--- config.mk ---
export PLATFORM = sky130hd
export DESIGN_NAME = dual_port_ram_be
export DESIGN_NICKNAME = d
export VERILOG_FILES = /design/src/rtl/dpram_pkg.sv /design/src/rtl/dpram_clr_seq.sv /design/src/rtl/dual_port_ram_be.sv
export SDC_FILE = /design/constraint.sdc
export NUM_CORES = 1
export LEC_CHECK = 0
export CORE_ASPECT_RATIO = 1.5
export CORE_MARGIN = 2
export CORE_UTILIZATION = 60
export DETAILED_ROUTE_END_ITERATION = 10
export PLACE_DENSITY = 0.8
export SYNTH_ARGS = -nofsm -noshare
export SYNTH_HDL_FRONTEND = slang
export SYNTH_SLANG_ARGS = --single-unit
export TNS_END_PERCENT = 5
--- constraint.sdc ---
create_clock -name clk_in -period 3.2 [get_ports clk_in]
set_clock_uncertainty 0.2 [all_clocks]
set_input_delay 0.64 -clock clk_in [delete_from_list [all_inputs] [get_ports clk_in]]
set_output_delay 0.64 -clock clk_in [all_outputs]
set_load 0.02 [all_outputs]
--- src/rtl/dpram_pkg.sv ---
// -----------------------------------------------------------------------------
// dpram_pkg
// Shared definitions for the byte-enabled dual-port RAM:
//   state_t          - clear sequencer states (CLEAR sweeps the array, RUN is
//                      normal operation)
//   RDW_READ_FIRST   - same-address read-during-write returns the old word
//   RDW_WRITE_FIRST  - same-address read-during-write returns the merged word
//   byte_merge()     - selects one byte lane: new data when enabled, else old
// -----------------------------------------------------------------------------
package dpram_pkg;

  typedef enum logic {
    CLEAR = 1'b0,
    RUN   = 1'b1
  } state_t;

  localparam int RDW_READ_FIRST  = 0;
  localparam int RDW_WRITE_FIRST = 1;

  function automatic logic [7:0] byte_merge(input logic [7:0] old,
                                            input logic [7:0] din,
                                            input logic       be);
    return be ? din : old;
  endfunction

endpackage

--- src/rtl/dpram_clr_seq.sv ---
// -----------------------------------------------------------------------------
// dpram_clr_seq
// Clear sequencer: after reset, or when clr_req is seen in RUN, sweeps every
// address once, issuing a zero-write per cycle.
// Ports:
//   clk_in    in   clock, rising edge
//   reset     in   asynchronous active-high reset (enters CLEAR, cnt = 0)
//   clr_req   in   start a sweep; ignored while a sweep is running
//   busy      out  sweep in progress (high for exactly DEPTH edges)
//   clr_we    out  zero-write strobe for the array
//   clr_addr  out  address being cleared
// -----------------------------------------------------------------------------
module dpram_clr_seq
  import dpram_pkg::*;
#(
  parameter int DEPTH     = 16,
  parameter int ADDR_SIZE = $clog2(DEPTH)
) (
  input  logic                 clk_in,
  input  logic                 reset,
  input  logic                 clr_req,
  output logic                 busy,
  output logic                 clr_we,
  output logic [ADDR_SIZE-1:0] clr_addr
);

  localparam logic [ADDR_SIZE-1:0] LAST = ADDR_SIZE'(DEPTH - 1);

  state_t               state, state_nxt;
  logic [ADDR_SIZE-1:0] cnt, cnt_nxt;

  always_ff @(posedge clk_in or posedge reset) begin
    if (reset) begin
      state <= CLEAR;
      cnt   <= '0;
    end else begin
      state <= state_nxt;
      cnt   <= cnt_nxt;
    end
  end

  always_comb begin
    state_nxt = state;
    cnt_nxt   = cnt;
    case (state)
      CLEAR: begin
        // Leaving on the last address drops busy at the same edge, so the
        // sweep occupies exactly DEPTH edges.
        if (cnt == LAST) begin
          state_nxt = RUN;
          cnt_nxt   = '0;
        end else begin
          cnt_nxt = cnt + ADDR_SIZE'(1);
        end
      end
      RUN: begin
        if (clr_req) begin
          state_nxt = CLEAR;
          cnt_nxt   = '0;
        end
      end
      default: begin
        state_nxt = CLEAR;
        cnt_nxt   = '0;
      end
    endcase
  end

  assign busy     = (state == CLEAR);
  assign clr_we   = busy;
  assign clr_addr = cnt;

endmodule

--- src/rtl/dual_port_ram_be.sv ---
// -----------------------------------------------------------------------------
// dual_port_ram_be
// Single-clock RAM with one byte-enabled write port and one pipelined read
// port. A sequential sweep zeroes the array after reset or on clr_req; user
// reads and writes are dropped while it runs.
// Ports:
//   clk_in      in   clock, rising edge
//   reset       in   asynchronous active-high reset
//   we/be/we_addr/din   in  write request, byte enables, address, data
//   re/rd_addr  in   read request and address
//   clr_req     in   request a full-array clear
//   dout        out  read data (holds when no read completes)
//   dout_valid  out  one-cycle strobe per accepted read
//   busy        out  clear in progress
// -----------------------------------------------------------------------------
module dual_port_ram_be
  import dpram_pkg::*;
#(
  parameter  int WIDTH        = 8,
  parameter  int DEPTH        = 16,
  parameter  int READ_LATENCY = 1,
  parameter  int RDW_MODE     = 0,
  localparam int ADDR_SIZE    = $clog2(DEPTH),
  localparam int BE_W         = WIDTH / 8
) (
  input  logic                 clk_in,
  input  logic                 reset,
  input  logic                 we,
  input  logic [BE_W-1:0]      be,
  input  logic [ADDR_SIZE-1:0] we_addr,
  input  logic [WIDTH-1:0]     din,
  input  logic                 re,
  input  logic [ADDR_SIZE-1:0] rd_addr,
  input  logic                 clr_req,
  output logic [WIDTH-1:0]     dout,
  output logic                 dout_valid,
  output logic                 busy
);

  // One extra bit so the range check works when DEPTH is a power of two.
  localparam logic [ADDR_SIZE:0] DEPTH_X = (ADDR_SIZE + 1)'(DEPTH);

  logic [WIDTH-1:0]     mem [DEPTH];
  logic                 clr_we;
  logic [ADDR_SIZE-1:0] clr_addr;
  logic                 wr_ok, rd_ok, rd_in_range, rdw_hit;
  logic [WIDTH-1:0]     wr_old, wr_merged, rd_word;
  logic [WIDTH-1:0]     data_p0;
  logic                 vld_p0;

  dpram_clr_seq #(
    .DEPTH    (DEPTH),
    .ADDR_SIZE(ADDR_SIZE)
  ) u_clr_seq (
    .clk_in  (clk_in),
    .reset   (reset),
    .clr_req (clr_req),
    .busy    (busy),
    .clr_we  (clr_we),
    .clr_addr(clr_addr)
  );

  assign wr_ok       = we && !busy && ({1'b0, we_addr} < DEPTH_X);
  assign rd_ok       = re && !busy;
  assign rd_in_range = ({1'b0, rd_addr} < DEPTH_X);
  assign rdw_hit     = wr_ok && (we_addr == rd_addr);
  assign wr_old      = mem[we_addr];

  always_comb begin
    wr_merged = wr_old;
    for (int k = 0; k < BE_W; k++) begin
      wr_merged[8*k +: 8] = byte_merge(wr_old[8*k +: 8], din[8*k +: 8], be[k]);
    end
  end

  always_comb begin
    rd_word = '0;
    if (rd_in_range) begin
      if (RDW_MODE == RDW_WRITE_FIRST && rdw_hit) rd_word = wr_merged;
      else                                        rd_word = mem[rd_addr];
    end
  end

  // Sweep writes and user writes are exclusive: user writes need !busy.
  always_ff @(posedge clk_in) begin
    if (clr_we)     mem[clr_addr] <= '0;
    else if (wr_ok) mem[we_addr]  <= wr_merged;
  end

  // ---- stage p0: array read ----
  always_ff @(posedge clk_in or posedge reset) begin
    if (reset) begin
      vld_p0  <= 1'b0;
      data_p0 <= '0;
    end else begin
      vld_p0 <= rd_ok;
      if (rd_ok) data_p0 <= rd_word;
    end
  end

  generate
    if (READ_LATENCY == 2) begin : g_lat2
      logic [WIDTH-1:0] data_p1;
      logic             vld_p1;

      // ---- stage p1: output register ----
      always_ff @(posedge clk_in or posedge reset) begin
        if (reset) begin
          vld_p1  <= 1'b0;
          data_p1 <= '0;
        end else begin
          vld_p1 <= vld_p0;
          if (vld_p0) data_p1 <= data_p0;
        end
      end

      assign dout       = data_p1;
      assign dout_valid = vld_p1;
    end else begin : g_lat1
      assign dout       = data_p0;
      assign dout_valid = vld_p0;
    end
  endgenerate

endmodule

# After elaboration in Yosys (flattened, before gate mapping)

Memories as Yosys holds them, arrays and structs flattened. A register that Yosys moved wholly into a read port is not among the register bits.
Index checks and enable logic that the tools add are counted.

Bits in registers: 6
Bits in latches: 0
Memory bits (writable): 128
Bits in read-only memories: 0
Input bits: 22
Output and inout port bits: 10
Logic and storage cells: 27
Memories kept: 1

Memory list:

| memory | depth | width | read ports | clocked after memory_dff | write ports | line                   | RTL |
|---|---|---|---|---|---|---|---|
| mem    | 16    | 8     | 1          | 1                        | 1           | dual_port_ram_be.sv:43 | `logic [WIDTH-1:0] mem [DEPTH];` |

Add/subtract/negate cells: 1
Multipliers: 0
Div/mod/pow operators: 0
Magnitude comparators: 0
Equal/unequal tests: 3
Shifts and indexed selects: 0
Multiplexer cells: 14
Bitwise gates (word level): 1
Reduce and logical (&&, ||, !) cells: 4

Operators with widths:

| operator                                                      | count |
|---|---|
| 8-bit 2-to-1 mux                                              | 2 |
| 4-bit 2-to-1 mux                                              | 3 |
| 4-bit one-hot mux with 2 select lines                         | 1 |
| 8-bit OR reduction                                            | 1 |
| 1-bit 2-to-1 mux                                              | 7 |
| 4-bit by 1-bit adder with 4-bit output, second input constant | 1 |
| 4-bit == test, second input constant                          | 1 |
| 1-bit logical AND                                             | 2 |
| 2-bit != test, second input constant                          | 1 |
| 1-bit one-hot mux with 2 select lines                         | 1 |
| 2-bit AND reduction                                           | 1 |
| 1-bit != test, second input constant                          | 1 |
| 1-bit inverter                                                | 1 |

# Depth between registers and ports, before layout

Gate-level depths: netlist of run 1.

Depth in word-level cells: 7
Mapped depth: 6
Depth with buffers taken out: 5

# Hierarchy

A second synthesis of run 1 with hierarchy kept.

Cells, all modules: 371
Area total of the unflattened synthesis: 5821.8 um2

Modules (own cells, without submodules):

| module           | times used | cells an instance | area each (um2) | seq. area each (um2) |
|---|---|---|---|---|
| dual_port_ram_be | 1          | 347               | 5582.9          | 4068.9 |
| dpram_clr_seq    | 1          | 24                | 239.0           | 125.1 |

# Worst setup path before layout of run 1

OpenSTA, ideal clock, no wires.

Path kind: input port to flip-flop
From: input be
To: memory mem[2][0], enable pin
Setup time: 370 ps
Data arrival time: 1545 ps
Data required time: 2630 ps
Path slack: 1084 ps
Stages: 4
Buffers on the path: 1
Cell sequence: and3_1 buf_2 a31oi_1 nor2_1

Cells in the longest elaborated chain, start to end: 4
Elaborated cells between the ends (all ways): 5
Those cells by class: 1 x eq/ne; 2 x mux; 2 x reduce/logical

RTL lines:

| element                                                               | line                   | RTL |
|---|---|---|
| start: declaration                                                    | dual_port_ram_be.sv:29 | `input logic [BE_W-1:0] be,` |
| 1-bit != test (no source line) *                                      | --                     |  |
| 2-bit AND reduction (no source line) *                                | --                     |  |
| 8-bit OR reduction (no source line)                                   | --                     |  |
| 4-bit 2-to-1 mux (no source line) or 1-bit 2-to-1 mux (tied branches) | --                     |  |
| end: declaration                                                      | dual_port_ram_be.sv:43 |  |

Mark *: on every way between the ends. The rest lies on a longest branch, timed or not.

# Worst setup path in the final report of run 1

From: register u_clr_seq.state
To: output busy

Cells in the longest elaborated chain, start to end: 1

RTL lines:

| element                  | line                   | RTL |
|---|---|---|
| start: declaration       | dpram_clr_seq.sv:29    | `state_t state, state_nxt;` |
| start signal: assignment | dpram_clr_seq.sv:37    | `state <= state_nxt;` |
| 1-bit inverter           | dpram_clr_seq.sv:69    | `assign busy = (state == CLEAR);` |
| end: declaration         | dual_port_ram_be.sv:37 | `output logic busy` |

Every way passes these cells.

==> impl_results.md, run 1 <==
* Clock-pin slew on the worst setup and hold paths at 0.06 ns
* Internal power at 4020 µW
* Fin cells at 545
* Top FF cell, synth: edfxtp_1
* Netlist cell types at 37
* Initial DRT Pass Iterations at 6
* Initial Util at 62.3%
* Worst VDD drop at 578 µV
* Final period util at 81.9%
* Most area-hungry cell type in the Yosys netlist: edfxtp_1
* Layout Nets at 443
* Final GP Congestion at 0.831
* Post-CTS resize count at 0
* R2R Setup Slk at 0.70 ns
* Post-CTS Setup Inserts at 0
* Hold slack at 0.285 ns
* Number of synthesized flops with an enable pin at 128
* Core ar. at 0.00931 mm²
* Max-Cap Viols at 0
* Critical path endpoint: busy
* Worst Setup SP: u_clr_seq.state$_DFF_PP0_
* M3 GR Usage at 6.30%
* Final WL at 12.4 mm
* Std cell rows at 43
* Root Buffer: clkbuf_16
* Final setup violation count at 0
* Vias in the first global route at 3,438
* Layout cells sized above 1 at 12.2%
* CTS tree: yes
* Placed Area at 0.00626 mm²
* Met2 Usage GRT at 41.1%
* Global-route wire length before repair at 19.2 mm
* Clock Power Share at 34.9%
* Yosys reg bits at 142
* Yosys Warn Count at 0
* Fraction of registers with async set/reset at 9.86%
* Antenna violations before repair at 0
* H-tree Lvls at 4
* Ant. Diodes at 0
* Final Max Tran Viols at 0
* Fin crit period at 2.62 ns
* Final setup TNS at 0 ns
* FILL cells at 568
* Switch share at 26.6%
* Hold Violations, Final at 0
* Critical Setup Path Class: flop to primary output
* Comb pwr share at 17.5%
* Largest net degree at the start of global routing at 38
* Status: completed
* GRT busiest layer: met2
* Slew Limit Headroom at 16.2%
* Register area share after synthesis at 72.3%
* RSZ-0062 raised after global routing: no
* Register-to-Register Path Depth at 3
* Antenna Violating Nets Remaining at 0
* Static leakage at 0.00254 µW
* Worst EP arrival at 1.78 ns
* Pwr Density at 800 mW/mm²
* CTS Sinks at 142
* Wirelength per Cell at 22.8 µm
* Critical Path Max Stage Delay at 0.62 ns
* DRC viols at 0
* Setup crit end kind: primary output
* Hold path depth at 2
* Max frequency at 382 MHz
* First DRT Iteration DRCs at 304
* GRT Util Overall at 25.2%
* Io pins at 32
* Critical Path Start Type: flop
* Vias at 3,410
* Crit path max fanout at 14
* Sequential share of power at 47.6%
* Cells after Synth at 366
* Top cells by area, synth: edfxtp_1, mux2i_1, dfrtp_1
* Critical R2R Capture: mem[10][1]$_DFFE_PP_
* Maximum clock path buffer count at 2
* Slowest cell on crit path: clkdlybuf4s50_1
* Slew @ Worst Pin at 1.25 ns
* Critical R2R Launch: u_clr_seq.state$_DFF_PP0_
* Syn Nets at 389
* Total gr overflow at 0
* Psw at 1450 µW
* Buffers on Ports at 31
* CTS Buf Count at 17
* Hold wc startpoint: dout[1]$_DFFE_PP0P_
* Die height at 124 µm
* Min-Delay Path Class: flop to flop
* Mapped Area at 0.00580 mm²
* Die area at 0.0105 mm²
* Via density per instance at 6.26
* Worst skew pair latency at 0.42 ns
* Cell breakdown of the critical path: inv_1 -> clkdlybuf4s50_1
* Syn avg cell area at 15.8 µm²
* Die Wd at 84.3 µm
* Placed insts at 513
* WP data required at 2.36 ns
* Synth top area share at 66.3%
* Fin area at 0.00684 mm²
* Hold_buf cts at 0
* Synth-to-layout area growth at 18.0%
* Detailed Place HPWL at 7.98 mm
* Met1 Track Usage GR at 30.9%
-- power groups by stage --
stage	Combinational, µW	Clock (µW)	Sequential, µW
3_5_place_dp	945	0	2640
2_1_floorplan	544	0	2630
5_1_grt	1030	2000	2640
3_3_place_gp	913	0	2610
4_1_cts	953	1920	2600
6_report	957	1910	2610
-- per-layer routing --
layer | part of all wire [%] | up-vias
li1 | - | 1520
met3 | 6.5 | 40
met2 | 51 | 162
met5 | 0 | -
met1 | 38 | 1688
met4 | 4.2 | 0
-- through the flow --
stage               setup WS (ns)  total power [µW]  util (%)
finish                      0.579              5480      73.5
global route                0.460              5670      73.5
CTS                         0.568              5470      73.5
detailed placement          0.295              3580      67.3
global placement            0.409              3520      67.3
floorplan                    1.08              3170         -
-- kinds of logic after synthesis --
group | Yosys count | synth area share [%]
mux | 64 | 11.0
buf+inv | 23 | 3.04
flops | 142 | 72.3
compound gates | 46 | 5.70
fa+ha+maj | 1 | 0.216
simple gates | 90 | 7.66
-- how the worst min path moves through the flow --
stage | endpoint | slack (ns)
global placement | dout[3]$_DFFE_PP0P_ | 0.26
detailed placement | dout[1]$_DFFE_PP0P_ | 0.28
finish | dout[1]$_DFFE_PP0P_ | 0.29
global route | dout[3]$_DFFE_PP0P_ | 0.33
CTS | dout[1]$_DFFE_PP0P_ | 0.29
floorplan | dout[0]$_DFFE_PP0P_ | 0.33
-- synthesized netlist by cell type, drive strengths merged (3+ instances only) --
cell and n:
edfxtp 128, mux2i 64, a22oi 26, nand2 23, nand3 23, nor2 21
dfrtp 14, buf 13, and2 9, a21oi 8, inv 6, clkbuf 4
nand4 4, and3 3, nor2b 3
-- cell type report --
type	count	area [µm²]	share of cell area, %
inverter	6	22.5	0.329
clock buffer	18	429	6.27
sequential	142	4190	61.3
tap	112	140	2.05
clock inverter	14	150	2.19
timing repair buffer	52	478	6.99
multi-input combinational	201	1430	20.9
-- critical path, delay by kind of cell, from the launching register on --
family,cells,cell delay (ns)
buffers and inverters,2,0.81
DFF,1,0.54
-- cell usage in the layout, fill, tap and decap left out, types with 2 or more instances in the layout --
cell,instances
clkinv_1,3
and2_1,9
clkinvlp_4,2
mux2i_1,64
and3_1,3
bufinv_16,3
nor2_1,20
a22oi_1,26
nand3_1,23
nand2_1,22
clkbuf_16,17
clkdlybuf4s50_1,30
clkinv_2,5
edfxtp_1,128
o21ai_0,2
nand4_1,4
a21oi_1,8
a32oi_1,2
dfrtp_1,14
inv_1,6
nor2b_1,3
buf_4,21
-- flip-flops by register name, indices dropped and copies added, names as in the netlist --
signal              flops
u_clr_seq.state         1
dout_valid              1
mem                   128
dout                    8
u_clr_seq.clr_addr      4
Power figures use the tool's default switching activity.
==> run 2: changes to the inputs <==
--- a/config.mk
+++ b/config.mk
@@ -7,9 +7,9 @@
 export LEC_CHECK = 0
 export CORE_ASPECT_RATIO = 1.5
 export CORE_MARGIN = 2
-export CORE_UTILIZATION = 60
+export CORE_UTILIZATION = 53
 export DETAILED_ROUTE_END_ITERATION = 10
-export PLACE_DENSITY = 0.8
+export PLACE_DENSITY = 0.75
 export SYNTH_ARGS = -nofsm -noshare
 export SYNTH_HDL_FRONTEND = slang
 export SYNTH_SLANG_ARGS = --single-unit
==> constraint.sdc (replaced) <==
create_clock -name clk_in -period 2.4 [get_ports clk_in]
set_clock_uncertainty 0.2 [all_clocks]
set_input_delay 0.48 -clock clk_in [delete_from_list [all_inputs] [get_ports clk_in]]
set_output_delay 0.48 -clock clk_in [all_outputs]
set_load 0.02 [all_outputs]
==> impl_results.md, run 2 (synthesis results as in run 1) <==
* Status: completed
* Antenna Violating Nets Remaining at 0 (unchanged)
* Sequential share of power at 45.3% (-2.3 points)
* H-tree Lvls at 4 (unchanged)
* Most frequent cells in the layout: edfxtp_1, mux2i_1, clkdlybuf4s50_1
* Final WL at 12.5 mm (+0.33%)
* CTS Sinks at 142 (unchanged)
* Cell breakdown of the critical path: clkdlybuf4s50_1 -> and3_1 -> a31oi_2 -> nor2_1
* Worst EP arrival at 2.14 ns (+0.36 ns)
* Slew @ Worst Pin at 1.01 ns (-0.241 ns)
* Slowest cell on crit path: nor2_1
* Synth-to-layout area growth at 20.3%
* Die height at 132 µm (+6.2%)
* Buffers & Inverters on Critical Path at 1 (-1)
* Hold Violations, Final at 0 (unchanged)
* Final WS setup at 0.0988 ns (-0.481 ns)
* Psw at 1990 µW (+37%)
* Antenna violations before repair at 0 (unchanged)
* Final period util at 95.9%
* Setup crit end kind: flop
* Largest net degree at the start of global routing at 65 (+71%)
* Post-CTS Setup Inserts at 0 (unchanged)
* CTS tree: yes
* Std cell rows at 46 (+7.0%)
* Final Util at 65.5% (-8.0 points)
* Via density per instance at 5.84 (-6.7%)
* Maximum clock path buffer count at 2 (unchanged)
* Max frequency at 435 MHz
* Crit path max fanout at 8 (-6)
* Global-route wire length before repair at 18.9 mm (-1.3%)
* Critical Path Start Type: input port
* Hold slack at 0.256 ns (-0.0293 ns)
* Final Max Tran Viols at 0 (unchanged)
* Static leakage at 0.00259 µW (+1.8%)
* CTS Buf Count at 17 (unchanged)
* Vias in the first global route at 3,399 (-1.1%)
* Die area at 0.0118 mm² (+13%)
* FILL cells at 725 (+28%)
* Commonest non-fill, non-tap cell in the layout: edfxtp_1
* Die Wd at 89.4 µm (+6.1%)
* Post-CTS resize count at 1 (+1)
* Switch share at 26.1% (-0.45 points)
* First DRT Iteration DRCs at 361 (+19%)
* RSZ-0062 raised after global routing: no
* Placed insts at 549 (+7.0%)
* Detailed Place HPWL at 8.23 mm (+3.0%)
* Pwr Density at 1090 mW/mm² (+37%)
* Comb pwr share at 18.0% (+0.5 points)
* Worst skew pair latency at 0.42 ns (about the same)
* Critical Setup Path Class: input port to flop
* Core ar. at 0.0106 mm² (+14%)
* Multi-input gate area at 0.00143 mm² (unchanged)
* Final setup violation count at 0 (unchanged)
* Clock-pin slew on the worst setup and hold paths at 0.06 ns (about the same)
* Final GP Congestion at 0.861 (+3.5%)
* Root Buffer: clkbuf_16
* Wirelength per Cell at 21.4 µm (-5.9%)
* Vias at 3,392 (-0.53%)
* Buffers on Ports at 31 (unchanged)
* Ant. Diodes at 0 (unchanged)
* Worst VDD drop at 757 µV (+31%)
* Initial Util at 54.5% (-7.8 points)
* Max-Cap Viols at 0 (unchanged)
* GRT Util Overall at 22.8% (-2.5 points)
* Clock Power Share at 36.7% (+1.8 points)
* Total gr overflow at 0 (unchanged)
* Slew Limit Headroom at 32.3% (+16 points)
* Post-place setup slack at -0.321 ns (-0.615 ns)
* Hold_buf cts at 0 (unchanged)
* Largest register by flop count: mem
* Io pins at 32 (unchanged)
* Initial DRT Pass Iterations at 5 (-1)
* DRC viols at 0 (unchanged)
* Fin crit period at 2.30 ns
* Sequential Area at 0.00419 mm² (unchanged)
* Layout cells sized above 1 at 13.7% (+1.5 points)
* Max reg flops at 128 (unchanged)
* CP top delay family: simple AND/OR/NAND/NOR gates
* Min-Delay Path Class: input port to async pin
* Internal power at 5640 µW (+40%)
* Layout Nets at 447 (+0.90%)
* Critical Path Max Stage Delay at 0.73 ns (+0.11 ns)
* WP data required at 2.24 ns (-0.12 ns)
* Fin cells at 581 (+6.6%)
run 2: cell count changes in the layout (fill, tap and decap cells not counted), moves of 2 or more:
cell / delta
inv_6: +2
clkinv_2: -2
clkinv_1: -3
buf_4: +4
bufinv_16: +2
run 2: worst paths after layout:
kind | startpoint | to | slack [ns] | depth (start not counted)
min | reset | u_clr_seq.clr_addr[1]$_DFFE_PP0P_ | 0.26 | 2
min reg2reg | dout[5]$_DFFE_PP0P_ | dout[5]$_DFFE_PP0P_ | 0.29 | 2
max reg2reg | u_clr_seq.state$_DFF_PP0_ | mem[15][3]$_DFFE_PP_ | 0.20 | 4
max in group asynchronous | reset | dout[6]$_DFFE_PP0P_ | 1.34 | 2
min in group clk_in | dout[5]$_DFFE_PP0P_ | dout[5]$_DFFE_PP0P_ | 0.29 | 2
max | be | mem[15][3]$_DFFE_PP_ | 0.1 | 4
run 2: final cells by class:
class | count | area share (%)
flip-flops and latches | 142 | 60.1
clock inverters | 14 | 3.09
multi-input cells | 201 | 20.5
well taps | 144 | 2.58
inverters | 6 | 0.323
repair buffers | 56 | 7.26
clock buffers | 18 | 6.15
run 2: metal layers:
| metal | GRT usage, % | wire (µm) | vias to the layer above |
|---|---|---|---|
| li1 | - | - | 1539 |
| met1 | 27.9 | 4840 | 1692 |
| met2 | 37.6 | 6450 | 138 |
| met3 | 6.57 | 812 | 23 |
| met4 | 8.87 | 354 | 0 |
| met5 | 0 | 0 | - |
run 2: through the flow:
| stage | area (µm²) | power [µW] | setup TNS (ns) |
|---|---|---|---|
| floorplan | 5800 | 4230 | 0 |
| global placement | 6330 | 4810 | -11.60 |
| detailed placement | 6330 | 4860 | -17.99 |
| CTS | 6980 | 7670 | 0 |
| global route | 6980 | 7920 | 0 |
| finish | 6980 | 7630 | 0 |
run 2: power by group through the flow:
| stage | clock network, µW | registers, µW | logic, µW |
|---|---|---|---|
| final | 2800 | 3460 | 1370 |
| after global routing | 2940 | 3500 | 1480 |
| after CTS | 2840 | 3460 | 1370 |
| after detailed placement | 0 | 3500 | 1360 |
| after global placement | 0 | 3470 | 1330 |
| after floorplan | 0 | 3510 | 725 |
==> run 3: changes to the inputs <==
--- a/config.mk
+++ b/config.mk
@@ -9,6 +9,7 @@
 export CORE_MARGIN = 2
 export CORE_UTILIZATION = 53
 export DETAILED_ROUTE_END_ITERATION = 10
+export GPL_TIMING_DRIVEN = 0
 export PLACE_DENSITY = 0.75
 export SYNTH_ARGS = -nofsm -noshare
 export SYNTH_HDL_FRONTEND = slang
==> impl_results.md, run 3 (synthesis results as in run 1) <==
* Status: completed
* Crit path max fanout at 8 (unchanged)
* Detailed Place HPWL at 7.90 mm (-3.9%)
* Post-CTS resize count at 3 (+2)
* Placed insts at 540 (-1.6%)
* Post-CTS Setup Inserts at 0 (unchanged)
* Total gr overflow at 0 (unchanged)
* Global-route wire length before repair at 18.0 mm (-5.0%)
* CTS tree: yes
* Vias in the first global route at 3,345 (-1.6%)
* Largest net degree at the start of global routing at 17 (-74%)
* Synth-to-layout area growth at 18.0%
* Fin crit period at 2.32 ns (+0.0227 ns)
* Std cell rows at 46 (unchanged)
* Largest register by flop count: mem
* Die Wd at 89.4 µm (unchanged)
* CTS Buf Count at 17 (unchanged)
* Min-Delay Path Class: input port to async pin
* Max-Cap Viols at 0 (unchanged)
* Final Util at 64.3% (-1.2 points)
* Commonest non-fill, non-tap cell in the layout: edfxtp_1
* Wirelength per Cell at 20.6 µm (-4.0%)
* FILL cells at 733 (+1.1%)
* Worst EP arrival at 2.17 ns (+0.03 ns)
* Core ar. at 0.0106 mm² (unchanged)
* Final period util at 96.8% (+0.95 points)
* Io pins at 32 (unchanged)
* Worst VDD drop at 636 µV (-16%)
* Initial DRT Pass Iterations at 5 (unchanged)
* Die area at 0.0118 mm² (unchanged)
* Slew Limit Headroom at 50.5% (+18 points)
* Layout Nets at 438 (-2.0%)
* Final WL at 11.8 mm (-5.5%)
* Initial Util at 54.5% (unchanged)
* Hold Violations, Final at 0 (unchanged)
* DRC viols at 0 (unchanged)
* R2R Setup Slk at 0.14 ns (-0.06 ns)
* Ant. Diodes at 0 (unchanged)
* Hold slack at 0.230 ns (-0.0258 ns)
* Max frequency at 430 MHz (-0.98%)
* Power Total at 7070 µW (-7.3%)
* RSZ-0062 raised after global routing: yes
* Via density per instance at 5.80 (-0.61%)
* Fin cells at 572 (-1.5%)
* Maximum clock path buffer count at 2 (unchanged)
* Critical Path Start Type: input port
* Antenna Violating Nets Remaining at 0 (unchanged)
* Clock-pin slew on the worst setup and hold paths at 0.05 ns (about the same)
* H-tree Lvls at 4 (unchanged)
* Buffers on Ports at 30 (-3.2%)
* GRT Util Overall at 21.6% (-1.1 points)
* WP data required at 2.24 ns (about the same)
* Critical Setup Path Class: input port to flop
* Worst skew pair latency at 0.41 ns (about the same)
* Layout cells sized above 1 at 13.3% (-0.41 points)
* Setup crit end kind: flop
* CTS Sinks at 142 (unchanged)
* Placed Area at 0.00628 mm² (-0.85%)
* Pwr Density at 1030 mW/mm² (-5.6%)
* Max reg flops at 128 (unchanged)
* Hold_buf cts at 0 (unchanged)
* Die height at 132 µm (unchanged)
* Vias at 3,319 (-2.2%)
* Final setup violation count at 0 (unchanged)
* Final GP Congestion at 0.868 (+0.91%)
* Most frequent cells in the layout: edfxtp_1, mux2i_1, clkdlybuf4s50_1
* Root Buffer: clkbuf_16
* Slew @ Worst Pin at 0.739 ns (-0.272 ns)
* First DRT Iteration DRCs at 236 (-35%)
* Static leakage at 0.00251 µW (-3.2%)
* Final Max Tran Viols at 0 (unchanged)
* Register-to-Register Path Depth at 4 (unchanged)
* Antenna violations before repair at 0 (unchanged)
* Fin area at 0.00684 mm² (-1.9%)
==> run 3: changes by cell type in the layout (fill, tap and decap cells not counted), sizes merged <==
cell / previous run / this run
buf: 26 / 13
clkbuf: 18 / 29
bufinv: 5 / 0
clkinv: 5 / 7
clkinvlp: 2 / 0
inv: 8 / 6
==> run 3: critical path, stage by stage <==
cell and delay (ns):
clkdlybuf4s50_1 0.48, nand3_1 0.19, nor2_1 0.19, a22oi_1 0.24, nor2_1 0.58
==> run 3: power by group <==
group / switching [µW] / total [µW] / internal, µW
registers: 171 / 3430 / 3250
logic: 849 / 1320 / 468
clock network: 881 / 2330 / 1450
==> run 3: routing by layer <==
| layer | vias up | GRT usage, % | wire length, µm |
|---|---|---|---|
| met2 | 134 | 35.5 | 6150 |
| li1 | 1511 | - | - |
| met1 | 1645 | 25.7 | 4500 |
| met4 | 0 | 11.2 | 497 |
| met3 | 29 | 5.64 | 631 |
| met5 | - | 0 | 0 |
==> run 3: area by class of cell <==
class                           instances  area (µm²)  area share [%]
Inverter                                6        22.5           0.329
Tap cell                              144         180            2.63
Multi-Input combinational cell        201        1450            21.2
Timing Repair Buffer                   30         299            4.37
Sequential cell                       142        4190            61.3
Clock inverter                          7        35.0           0.512
Clock buffer                           25         507            7.40
Buffer                                 17         154            2.25
==> run 3: worst paths after layout <==
check | startpoint | end
worst max-delay path | be | mem[1][3]$_DFFE_PP_
worst min-delay path | reset | u_clr_seq.clr_addr[0]$_DFFE_PP0P_
worst max register to register | u_clr_seq.state$_DFF_PP0_ | mem[1][3]$_DFFE_PP_
worst min register to register | dout[5]$_DFFE_PP0P_ | dout[5]$_DFFE_PP0P_
max in group asynchronous | reset | dout_valid$_DFF_PP0_
min in group clk_in | dout[5]$_DFFE_PP0P_ | dout[5]$_DFFE_PP0P_
==> run 3: stage by stage <==
step                setup slack, ns  setup TNS (ns)
floorplan                     0.444               0
finish                       0.0761               0
global route                -0.0221          -0.259
global placement             -0.344          -35.77
CTS                         0.00805               0
detailed placement           -0.427          -52.07
